## config.mk

```make
export PLATFORM = sky130hd
export DESIGN_NAME = mss_gpio_irq_conditioner
export DESIGN_NICKNAME = d
export VERILOG_FILES = /design/src/rtl/mss_gpio_irq_conditioner.sv
export SDC_FILE = /design/constraint.sdc
export NUM_CORES = 1
export LEC_CHECK = 0
export ABC_AREA = 1
export BUFFER_PORTS_ARGS = -buffer_cell sky130_fd_sc_hd__clkbuf_2
export CORE_ASPECT_RATIO = 0.5
export CORE_MARGIN = 2
export CORE_UTILIZATION = 58
export CTS_BUF_LIST = sky130_fd_sc_hd__clkbuf_2
export CTS_CLUSTER_DIAMETER = 200
export DETAILED_ROUTE_END_ITERATION = 6
export PLACE_DENSITY = 0.87
export SLEW_MARGIN = 20
export SYNTH_ARGS = -nofsm -noshare
export SYNTH_HDL_FRONTEND = slang
export SYNTH_SLANG_ARGS = --single-unit
```

## constraint.sdc

```tcl
create_clock -name FAB_CCC_GL0 -period 1.5 [get_ports FAB_CCC_GL0]
set_input_delay 0.15 -clock FAB_CCC_GL0 [delete_from_list [all_inputs] [get_ports FAB_CCC_GL0]]
set_output_delay 0.15 -clock FAB_CCC_GL0 [all_outputs]
set_load 0.05 [all_outputs]
```

## src/rtl/mss_gpio_irq_conditioner.sv

```systemverilog
//------------------------------------------------------------------------------
// Module  : mss_gpio_irq_conditioner
// Brief   : N-channel GPIO synchroniser/debouncer with edge/level interrupt
//           detection, sticky pending bits and one masked, registered IRQ line.
// Revision: 1.0 - initial release
//------------------------------------------------------------------------------
`default_nettype none

module mss_gpio_irq_conditioner #(
  parameter int N_CH        = 8,
  parameter int SYNC_STAGES = 2,
  parameter int DEB_CYCLES  = 16
) (
  input  logic                FAB_CCC_GL0,
  input  logic                FAB_RESET_N,
  input  logic [N_CH-1:0]     GPIO_IN,
  input  logic [2*N_CH-1:0]   IRQ_MODE,
  input  logic [N_CH-1:0]     IRQ_EN,
  input  logic [N_CH-1:0]     IRQ_CLR,
  output logic [N_CH-1:0]     GPIO_DB,
  output logic [N_CH-1:0]     IRQ_PEND,
  output logic                IRQ_OUT
);

  localparam int                c_cnt_w    = $clog2(DEB_CYCLES + 1);
  localparam logic [c_cnt_w-1:0] c_cnt_last = c_cnt_w'(DEB_CYCLES - 1);

  localparam logic [1:0] c_mode_rise  = 2'b00;
  localparam logic [1:0] c_mode_fall  = 2'b01;
  localparam logic [1:0] c_mode_both  = 2'b10;
  localparam logic [1:0] c_mode_level = 2'b11;

  logic [N_CH-1:0] r_db;
  logic [N_CH-1:0] r_pend;
  logic            r_irq_out;
  logic [N_CH-1:0] w_db_nxt;
  logic [N_CH-1:0] w_evt;

  generate
    for (genvar g = 0; g < N_CH; g++) begin : g_ch
      logic [SYNC_STAGES-1:0] r_sync;
      logic [c_cnt_w-1:0]     r_cnt;
      logic                   w_s;
      logic                   w_acc;

      always_ff @(posedge FAB_CCC_GL0 or negedge FAB_RESET_N) begin
        if (!FAB_RESET_N) begin
          r_sync <= '0;
        end else begin
          r_sync <= {r_sync[SYNC_STAGES-2:0], GPIO_IN[g]};
        end
      end

      assign w_s   = r_sync[SYNC_STAGES-1];
      assign w_acc = (w_s != r_db[g]) && (r_cnt == c_cnt_last);

      // Counter only runs while the synchronised level disagrees with GPIO_DB,
      // so a return to the old level restarts qualification from zero.
      always_ff @(posedge FAB_CCC_GL0 or negedge FAB_RESET_N) begin
        if (!FAB_RESET_N) begin
          r_cnt <= '0;
        end else if ((w_s == r_db[g]) || w_acc) begin
          r_cnt <= '0;
        end else begin
          r_cnt <= r_cnt + 1'b1;
        end
      end

      assign w_db_nxt[g] = w_acc ? w_s : r_db[g];

      // Level mode looks at the value GPIO_DB takes this edge, so the pending
      // bit rises together with GPIO_DB and a clear only sticks once it falls.
      always_comb begin
        w_evt[g] = 1'b0;
        case (IRQ_MODE[2*g+1 -: 2])
          c_mode_rise:  w_evt[g] = w_acc &  w_s;
          c_mode_fall:  w_evt[g] = w_acc & ~w_s;
          c_mode_both:  w_evt[g] = w_acc;
          c_mode_level: w_evt[g] = w_db_nxt[g];
          default:      w_evt[g] = 1'b0;
        endcase
      end
    end
  endgenerate

  always_ff @(posedge FAB_CCC_GL0 or negedge FAB_RESET_N) begin
    if (!FAB_RESET_N) begin
      r_db      <= '0;
      r_pend    <= '0;
      r_irq_out <= 1'b0;
    end else begin
      r_db      <= w_db_nxt;
      r_pend    <= w_evt | (r_pend & ~IRQ_CLR);
      r_irq_out <= |(r_pend & IRQ_EN);
    end
  end

  assign GPIO_DB  = r_db;
  assign IRQ_PEND = r_pend;
  assign IRQ_OUT  = r_irq_out;

endmodule

`default_nettype wire

```

==> flow_summary.json, run 1 <==
{
  "wire_per_inst_um": 15.9,
  "final.hold.worst_slack_ns": 0.0269,
  "grt_usage": 0.242,
  "core_area_mm2": 0.00561,
  "cts_max_path_buffers": 2,
  "final_hold_viol_count": 0,
  "sequential_fraction_of_the_synthesis_area": 0.528,
  "cts_tree": "done",
  "clock_sink_count": 73,
  "core.rowCount": 19,
  "floorplan.die.height_um": 58.6,
  "final_cells": 623,
  "synth_compound_area_frac": 0.0130,
  "effective_utilization_at_floorplan": 0.616,
  "finalCriticalPeriod_ns": 1.64,
  "design_power_total_mw": 3.86,
  "power-per-cell-area_mw_per_mm2": 818,
  "synth.area.mux_share": 0,
  "via_count_of_the_first_global_routing_pass": 2949,
  "final.setup.tns_ns": -0.466,
  "pin_count_of_the_biggest_net_entering_global_routing": 74,
  "clk_latency_ns": 0.53,
  "worst_slew_margin_rel": 0.733,
  "synth.net_count": 470,
  "setup_violation_total_in_the_final_timing_report": 6,
  "placed_cells_incl_taps": 544,
  "grt_pass1_wl_um": 12200,
  "netlist_top_cells_area": "dfrtp_1 (53%), nand2_1 (11%), inv_1 (7.8%)",
  "cp_slowest_stage_delay_ns": 0.43,
  "syn_avg_cell_area_um2": 8.39,
  "top_level_ports": 59,
  "clock_edge_transition_at_the_registers_on_the_reported_setup_and_hold_paths_ns": 0.21,
  "irDropWorstVdd_uv": 508,
  "run_status": "finished, violations left",
  "hold_class": "primary input to flip-flop",
  "xor_xnor_portion_of_the_synthesized_cell_area": 0,
  "final_core_utilization": 0.841,
  "synth_top_cell_by_area": "dfrtp_1",
  "leakage_dissipation_nw": 2.46,
  "layout.nets": 603,
  "dr.pass1.iters": 7,
  "timing.critical_path.to_type": "flip-flop",
  "setup.worst_path.start_class": "flip-flop",
  "yosys.cell_types.count": 13,
  "violations": "DRC, setup timing",
  "numPortBuffers": 58,
  "postSynthCellCount": 412,
  "unrepaired_setup_endpoints_after_global_routing": "true",
  "worst-endpoint-arrival_ns": 2.11,
  "globalplace.congestion": 0.844,
  "postRouteAntennaNets": 0,
  "vias_per_cell": 5.39,
  "syn2layout_area_growth_pct": 36.4,
  "worstPathMaxFanout": 3,
  "fill_cell_total_of_the_finished_layout": 298,
  "die_x_um": 113,
  "final_cell_area_mm2": 0.00472,
  "register_bit_count_reported_by_yosys": 73,
  "cp_cell_sequence": "ha_2 > nand2_2 > nor2_2 > ha_2 > buf_4 > nand3_2 > nor2_1 > nor2_1 > nand2_1",
  "maxCapViolations": 0,
  "leftover_overflow_at_the_end_of_global_routing": 0,
  "finalWirelength_um": 9910,
  "detailedPlace.worstSlack_ns": -0.0409,
  "antenna-diode-count": 0,
  "cts_buffers": 9,
  "highest_clock_rate_ghz": 0.608,
  "timing.final.crit_share": 1.10,
  "synth_top_family_by_area": "simple AND/OR/NAND/NOR gates",
  "instance_area_at_placement_mm2": 0.00386,
  "yosys.area_share.simple": 0.314,
  "slew_viol_final": 0,
  "setup_ws_ns": -0.144,
  "clock_tree.htree_level_count": 3,
  "timing.clock.skew_ns": 0.0232,
  "crit_required_ns": 1.96,
  "dr.first_iter.drc_count": 259,
  "synthAdderAreaFrac": 0.0579,
  "drive_gt1_frac": 0.344,
  "clock_tree.root_cell": "clkbuf_2",
  "die_area_mm2": 0.00663,
  "route.vias.total": 3357,
  "initial_antenna_violation_count": 0,
  "synthesis.area_mm2": 0.00346,
  "critical_path_class": "flip-flop to flip-flop",
  "cp_slowest_cell": "dfrtp_1",
  "route.detailed.drc": 3,
  "hpwl_um": 4580,
  "ys_warn_count": 0,
  "synth_largest_type_area_fraction": 0.528,
  "max_slew.worst_pin.slew_ns": 0.401
}
cell usage after synthesis:
master	instances
nand2_1	104
dfrtp_1	73
inv_1	72
nor2_1	64
nand3_1	32
ha_1	16
a21oi_1	9
nand4_1	9
inv_2	8
nand2_2	8
nand3_2	8
nor3b_2	8
nand3b_1	1
critical path: cells and delay by family, from the launching register on:
kind,cells,cell delay [ns]
simple gates,6,0.59
fa+ha+maj,2,0.45
flops,1,0.43
buf+inv,1,0.13
report_power, final:
part | internal, mW | switching (mW)
combinational | 0.263 | 0.354
sequential | 2.06 | 0.0860
clock | 0.396 | 0.694
cells by family (layout without fill, tap and decap cells):
group / Yosys count / in the layout
buffers and inverters: 80 / 218
AO/OA/AOI/OAI: 9 / 9
flip-flops: 73 / 73
AND/OR/NAND/NOR: 234 / 234
adder cells (fa/ha/maj): 16 / 16
routing by layer:
layer  global-route usage  wire length (µm)
met5                    0                 0
met3               0.0803               607
met2                0.457              5010
met1                0.260              3660
met4               0.0871               634
cells in the final DEF, fill, tap and decap left out, drive strengths merged:
cell,synthesis,layout
dfrtp,73,73
nand3,40,40
inv,80,80
nor3b,8,8
bufinv,0,1
nor2,64,64
buf,0,27
dlygate4sd3,0,40
a21oi,9,9
nand3b,1,1
nand2,112,112
clkinv,0,3
ha,16,16
nand4,9,9
clkbuf,0,67
final cells by class:
class | count | area [µm²] | share of cell area
Clock buffer | 12 | 60.1 | 0.0127
Clock inverter | 4 | 43.8 | 0.00929
Inverter | 80 | 300 | 0.0637
Multi-Input combinational cell | 259 | 1500 | 0.317
Sequential cell | 73 | 1830 | 0.387
Tap cell | 73 | 91.3 | 0.0194
Timing Repair Buffer | 122 | 898 | 0.191
worst paths after layout:
| check | slack, ns | from | cells past startpoint | endpoint |
|---|---|---|---|---|
| max | -0.14 | g_ch[4].r_cnt[1] | 9 | IRQ_PEND[4] |
| min | 0.03 | IRQ_EN[6] | 5 | IRQ_OUT |
| max reg2reg | -0.14 | g_ch[4].r_cnt[1] | 9 | IRQ_PEND[4] |
| min reg2reg | 0.37 | g_ch[7].r_sync[0] | 0 | g_ch[7].r_sync[1] |
| max in group asynchronous | 1.01 | FAB_RESET_N | 3 | g_ch[2].r_cnt[4] |
| min in group asynchronous | 0.12 | FAB_RESET_N | 3 | g_ch[6].r_cnt[2] |
state kept, by name, indices dropped and copies added (netlist names):
register	cells
GPIO_DB	8
IRQ_OUT	1
IRQ_PEND	8
g_ch.r_cnt	40
g_ch.r_sync	16
what timing repair did:
action                     4_1_cts  5_1_grt
buffers inserted                 4       19
hold buffers                    38        4
cloned                           0        0
pin swaps                        0       40
gates resized for setup          0       75
setup endpoints to repair        4       43
hold endpoints to repair        90        1
No activity file was read; power rests on OpenSTA's default activity.
==> inputs of run 2 (changes only) <==
Clock period 1.5 ns to 1.6 ns, I/O delays scaled along.
==> run 2 against run 1 <==
The flow finishes with violations (DRC). Sequential cell count stayed put. Worst setup slack better by 0.18 ns. Clock power is 37% higher. Critical path depth is 2 higher. Critical endpoint is now IRQ_PEND[1]. Largest power group unchanged.
==> flow_summary.json, run 2 (synthesis gave the netlist of run 1 again) <==
{
  "run_status": "finished, violations left",
  "violations": "DRC",
  "setup_violation_total_in_the_final_timing_report": 0,
  "core_area_mm2": 0.00561,
  "pin_count_of_the_biggest_net_entering_global_routing": 44,
  "via_count_of_the_first_global_routing_pass": 3034,
  "placed_cells_incl_taps": 545,
  "grt_pass1_wl_um": 12400,
  "power-per-cell-area_mw_per_mm2": 882,
  "cp_slowest_cell": "dfrtp_1",
  "core.rowCount": 19,
  "route.vias.total": 3164,
  "destination_of_the_worst_register_to_register_timing_path": "IRQ_PEND[1]",
  "syn2layout_area_growth_pct": 33.0,
  "mostFrequentLayoutCells": "nand2_1 (99), dfrtp_1 (73), inv_1 (69)",
  "timing.clock.skew_ns": 0.0502,
  "finalWirelength_um": 8610,
  "top_level_ports": 59,
  "cts_buffers": 9,
  "route.detailed.drc": 3,
  "highest_clock_rate_ghz": 0.639,
  "finalCriticalPeriod_ns": 1.56,
  "hpwl_um": 4620,
  "clock_tree.root_cell": "clkbuf_2",
  "die_x_um": 113,
  "final.hold.worst_slack_ns": 0.0298,
  "globalplace.congestion": 0.809,
  "hold_class": "primary input to asynchronous set/reset pin",
  "leftover_overflow_at_the_end_of_global_routing": 0,
  "antenna-diode-count": 0,
  "vias_per_cell": 5.14,
  "maxCapViolations": 0,
  "max_slew.worst_pin.slew_ns": 0.453,
  "leakage_dissipation_nw": 2.42,
  "multi_input_comb_area_mm2": 0.00138,
  "worstPathMaxFanout": 3,
  "most_numerous_cell_on_the_critical_path": "nand2_1",
  "cp_cell_sequence": "ha_2 > nand2_2 > nor2_2 > ha_2 > inv_2 > nand2_2 > nand3_1 > nand2_1 > inv_1 > nand2_1 > nand2_1",
  "rr_startpoint": "g_ch[1].r_cnt[1]",
  "numPortBuffers": 58,
  "critical_path_class": "flip-flop to flip-flop",
  "final_cells": 615,
  "worst_slew_margin_rel": 0.698,
  "crit_buf_inv": 2,
  "crit_required_ns": 2.04,
  "clock_edge_transition_at_the_registers_on_the_reported_setup_and_hold_paths_ns": 0.23,
  "clock_sink_count": 73,
  "irDropWorstVdd_uv": 760,
  "clk_latency_ns": 0.55,
  "dr.first_iter.drc_count": 162,
  "largest_reg_flops": 40,
  "floorplan.die.height_um": 58.6,
  "reg2reg_setup_slack_ns": 0.04,
  "largest_delay_contributor_family_on_the_critical_path": "simple AND/OR/NAND/NOR gates",
  "initial_antenna_violation_count": 0,
  "cp_slowest_stage_delay_ns": 0.42,
  "effective_utilization_at_floorplan": 0.616,
  "detailedPlace.worstSlack_ns": 0.127,
  "dr.pass1.iters": 7,
  "worst-endpoint-arrival_ns": 2.01,
  "cts_max_path_buffers": 2,
  "wire_per_inst_um": 14.0,
  "slew_viol_final": 0,
  "postRouteAntennaNets": 0,
  "regMostFlops": "g_ch.r_cnt",
  "final_hold_viol_count": 0,
  "unrepaired_setup_endpoints_after_global_routing": "true",
  "timing.final.crit_share": 0.978,
  "clock_tree.htree_level_count": 3,
  "die_area_mm2": 0.00663,
  "cts_tree": "done",
  "layout_commonest_cell": "nand2_1",
  "critical_path_cell_count": 11,
  "final_core_utilization": 0.819,
  "setup_ws_ns": 0.0354,
  "setup.worst_path.start_class": "flip-flop",
  "grt_usage": 0.245,
  "layout.nets": 595,
  "fill_cell_total_of_the_finished_layout": 325,
  "drive_gt1_frac": 0.268,
  "timing.critical_path.to_type": "flip-flop",
  "r2r.worst_path.cells": 11,
  "regArea_mm2": 0.00183,
  "top_regs": "g_ch.r_cnt (40), g_ch.r_sync (16)"
}
[run 2: changes by cell type in the layout (fill, tap and decap cells not counted), moves of 5 or more]
cell	change
buf_4	-6
clkbuf_2	+5
clkbuf_4	-6
ha_1	+6
ha_2	-6
inv_1	+5
inv_2	-5
nand2_1	+12
nand2_2	-12
nand3_1	+10
nand3_2	-9
[run 2: per-layer routing]
layer	track usage	part of all wire	vias to the layer above
li1	-	-	1510
met1	0.258	0.37	1475
met2	0.458	0.52	131
met3	0.0752	0.061	48
met4	0.122	0.050	0
met5	0	0	-
[run 2: worst max-delay path by stage]
| stage | from | endpoint | slack, ns |
|---|---|---|---|
| floorplan | g_ch[0].r_cnt[0] | IRQ_PEND[0] | 0.26 |
| global placement | g_ch[2].r_cnt[0] | IRQ_PEND[2] | 0.18 |
| detailed placement | g_ch[7].r_cnt[0] | IRQ_PEND[7] | 0.13 |
| CTS | g_ch[4].r_cnt[0] | IRQ_PEND[4] | 0.09 |
| global route | g_ch[4].r_cnt[0] | IRQ_PEND[4] | -0.10 |
| finish | g_ch[1].r_cnt[1] | IRQ_PEND[1] | 0.04 |
[run 2: worst register-to-register path, delay by kind of cell, from the launching register on]
| kind | cells | cell delay (ns) |
|---|---|---|
| and+or+nand+nor | 7 | 0.51 |
| DFF | 1 | 0.42 |
| buffers and inverters | 2 | 0.12 |
| adders and majority gates | 2 | 0.42 |
[run 2: layout make-up]
cell class / count / area share
Multi-Input combinational cell: 259 / 0.301
Clock inverter: 7 / 0.0289
Clock buffer: 9 / 0.00980
Timing Repair Buffer: 114 / 0.178
Tap cell: 73 / 0.0199
Inverter: 80 / 0.0653
Sequential cell: 73 / 0.397
[run 2: stage by stage]
stage	setup TNS [ns]	cell area, µm²	power, mW
after global placement	0	3870	2.44
final	0	4600	4.05
after detailed placement	0	3870	2.46
after floorplan	0	3460	2.28
after global routing	-0.253	4600	4.21
after CTS	0	4420	3.98
[run 2: what timing repair did]
action | CTS | global route
gates resized for setup | 0 | 23
endpoints found under the hold margin | 90 | 0
endpoints found under the setup margin | 0 | 12
buffers inserted | 0 | 16
hold buffers | 38 | 0
[run 2: power breakdown]
group          switching, mW  internal, mW
Sequential            0.0781          1.94
Combinational          0.310         0.241
Clock                  0.671         0.817
==> inputs of run 3 (changes only) <==
Settings changed: PLACE_DENSITY 0.87 to 0.88.
==> run 3 against run 2 <==
The flow still finishes with violations (DRC). Highest routed layer unchanged. Power shrank 16%. Sequential power is essentially flat. Via count shrank 4.0%. Utilization shrank 2.2 points.
==> flow_summary.json, run 3 (synthesis gave the netlist of run 1 again) <==
{
  "run_status": "finished, violations left",
  "violations": "DRC",
  "r2r.worst_path.cells": 11,
  "layout.nets": 589,
  "final.hold.worst_slack_ns": 0.0351,
  "hold_class": "primary input to asynchronous set/reset pin",
  "syn2layout_area_growth_pct": 29.4,
  "clock_edge_transition_at_the_registers_on_the_reported_setup_and_hold_paths_ns": 0.21,
  "worstPathMaxFanout": 4,
  "worst-endpoint-arrival_ns": 1.99,
  "dr.first_iter.drc_count": 144,
  "via_count_of_the_first_global_routing_pass": 2869,
  "top_regs": "g_ch.r_cnt (40), g_ch.r_sync (16)",
  "cts_max_path_buffers": 2,
  "setup.worst_path.start_class": "flip-flop",
  "final_cell_area_mm2": 0.00447,
  "antenna-diode-count": 0,
  "setup_violation_total_in_the_final_timing_report": 0,
  "design_power_total_mw": 3.39,
  "maxCapViolations": 0,
  "worst_slew_margin_rel": 0.770,
  "crit_required_ns": 2.04,
  "timing.critical_path.to_type": "flip-flop",
  "pin_count_of_the_biggest_net_entering_global_routing": 36,
  "grt_usage": 0.242,
  "clock_sink_count": 73,
  "comb_pwr_share": 0.158,
  "power-per-cell-area_mw_per_mm2": 758,
  "route.vias.total": 3036,
  "mostFrequentLayoutCells": "nand2_1 (96), dfrtp_1 (73), clkbuf_2 (68)",
  "route.detailed.drc": 3,
  "top_level_ports": 59,
  "finalWirelength_um": 7750,
  "vias_per_cell": 4.99,
  "internal-power_mw": 2.37,
  "core.rowCount": 19,
  "wire_per_inst_um": 12.7,
  "layout_commonest_cell": "nand2_1",
  "sw_frac_of_total": 0.301,
  "finalCriticalPeriod_ns": 1.55,
  "die_area_mm2": 0.00663,
  "irDropWorstVdd_uv": 505,
  "sequentialPowerShare": 0.595,
  "critical_path_class": "flip-flop to flip-flop",
  "unrepaired_setup_endpoints_after_global_routing": "true",
  "clk_latency_ns": 0.54,
  "max_slew.worst_pin.slew_ns": 0.345,
  "clock_tree.htree_level_count": 3,
  "die_x_um": 113,
  "highest_clock_rate_ghz": 0.645,
  "fill_cell_total_of_the_finished_layout": 335,
  "initial_antenna_violation_count": 0,
  "leakage_dissipation_nw": 2.35,
  "final.setup.tns_ns": 0,
  "netSwitchingPower_mw": 1.02,
  "cts_buffers": 9,
  "core_area_mm2": 0.00561,
  "postRouteAntennaNets": 0,
  "regMostFlops": "g_ch.r_cnt",
  "instance_area_at_placement_mm2": 0.00387,
  "power.clock.fraction": 0.248,
  "floorplan.die.height_um": 58.6,
  "grt_pass1_wl_um": 12200,
  "leftover_overflow_at_the_end_of_global_routing": 0,
  "dr.pass1.iters": 6,
  "largest_reg_flops": 40,
  "drive_gt1_frac": 0.276,
  "numPortBuffers": 58,
  "final_hold_viol_count": 0,
  "timing.final.crit_share": 0.969,
  "effective_utilization_at_floorplan": 0.616,
  "slew_viol_final": 0,
  "cts_tree": "done",
  "globalplace.congestion": 0.810,
  "clock_tree.root_cell": "clkbuf_2",
  "hpwl_um": 4910,
  "timing.clock.skew_ns": 0.0303
}
run 3: cell count changes in the layout (fill, tap and decap cells not counted), sizes merged:
| cell | change |
|---|---|
| bufinv | -4 |
| clkinv | +2 |
| clkbuf | +2 |
| buf | -6 |
run 3: critical path, stage by stage (launching register included):
cell and delay [ns]:
dfrtp_1 0.46, ha_2 0.23, nand2_2 0.08, nor2_2 0.12
ha_2 0.20, inv_2 0.05, nand2_2 0.07, nand3_2 0.06
nand2_1 0.06, inv_1 0.03, nand2_1 0.04, nand2_1 0.05
run 3: through the flow:
stage,setup WS [ns],cells,utilization
final,0.0489,609,0.797
after CTS,0.0595,599,0.771
after global placement,0.152,545,0.690
after floorplan,0.265,412,-
after detailed placement,0.0964,545,0.690
after global routing,-0.0620,609,0.797
run 3: final timing paths:
check                                  start                end  slack [ns]
min in group FAB_CCC_GL0          GPIO_IN[7]  g_ch[7].r_sync[0]        0.25
setup reg to reg            g_ch[0].r_cnt[0]        IRQ_PEND[0]        0.05
max in group asynchronous        FAB_RESET_N         GPIO_DB[7]        1.05
hold reg to reg            g_ch[4].r_sync[0]  g_ch[4].r_sync[1]        0.37
setup / recovery            g_ch[0].r_cnt[0]        IRQ_PEND[0]        0.05
hold / removal                   FAB_RESET_N   g_ch[3].r_cnt[3]        0.04
run 3: power groups by stage:
stage / Sequential, mW / Clock [mW] / Combinational (mW)
finish: 2.01 / 0.839 / 0.535
global route: 2.03 / 0.946 / 0.593
CTS: 2.01 / 0.848 / 0.497
detailed placement: 2.04 / 0 / 0.419
global placement: 2.04 / 0 / 0.403
floorplan: 2.10 / 0 / 0.183
run 3: final cells by class:
cell class	instances	area, µm²	area share
tap	73	91.3	0.0204
timing repair buffer	108	776	0.173
sequential	73	1830	0.409
multi-input combinational	259	1400	0.313
inverter	80	300	0.0672
clock buffer	11	55.1	0.0123
clock inverter	5	22.5	0.00504
run 3: metal layers:
| metal | vias up | share of wire | GRT usage | wire length, µm |
|---|---|---|---|---|
| met5 | - | 0 | 0 | 0 |
| met4 | 0 | 0.028 | 0.131 | 218 |
| met3 | 27 | 0.039 | 0.0690 | 304 |
| met2 | 68 | 0.52 | 0.429 | 3990 |
| met1 | 1431 | 0.42 | 0.274 | 3230 |
| li1 | 1510 | - | - | - |
run 3: timing repair:
item / 4_1_cts / 5_1_grt
buffers inserted: 0 / 10
hold endpoints to repair: 90 / 0
hold buffers: 38 / 0
setup endpoints to repair: 0 / 14
resized for setup: 0 / 32
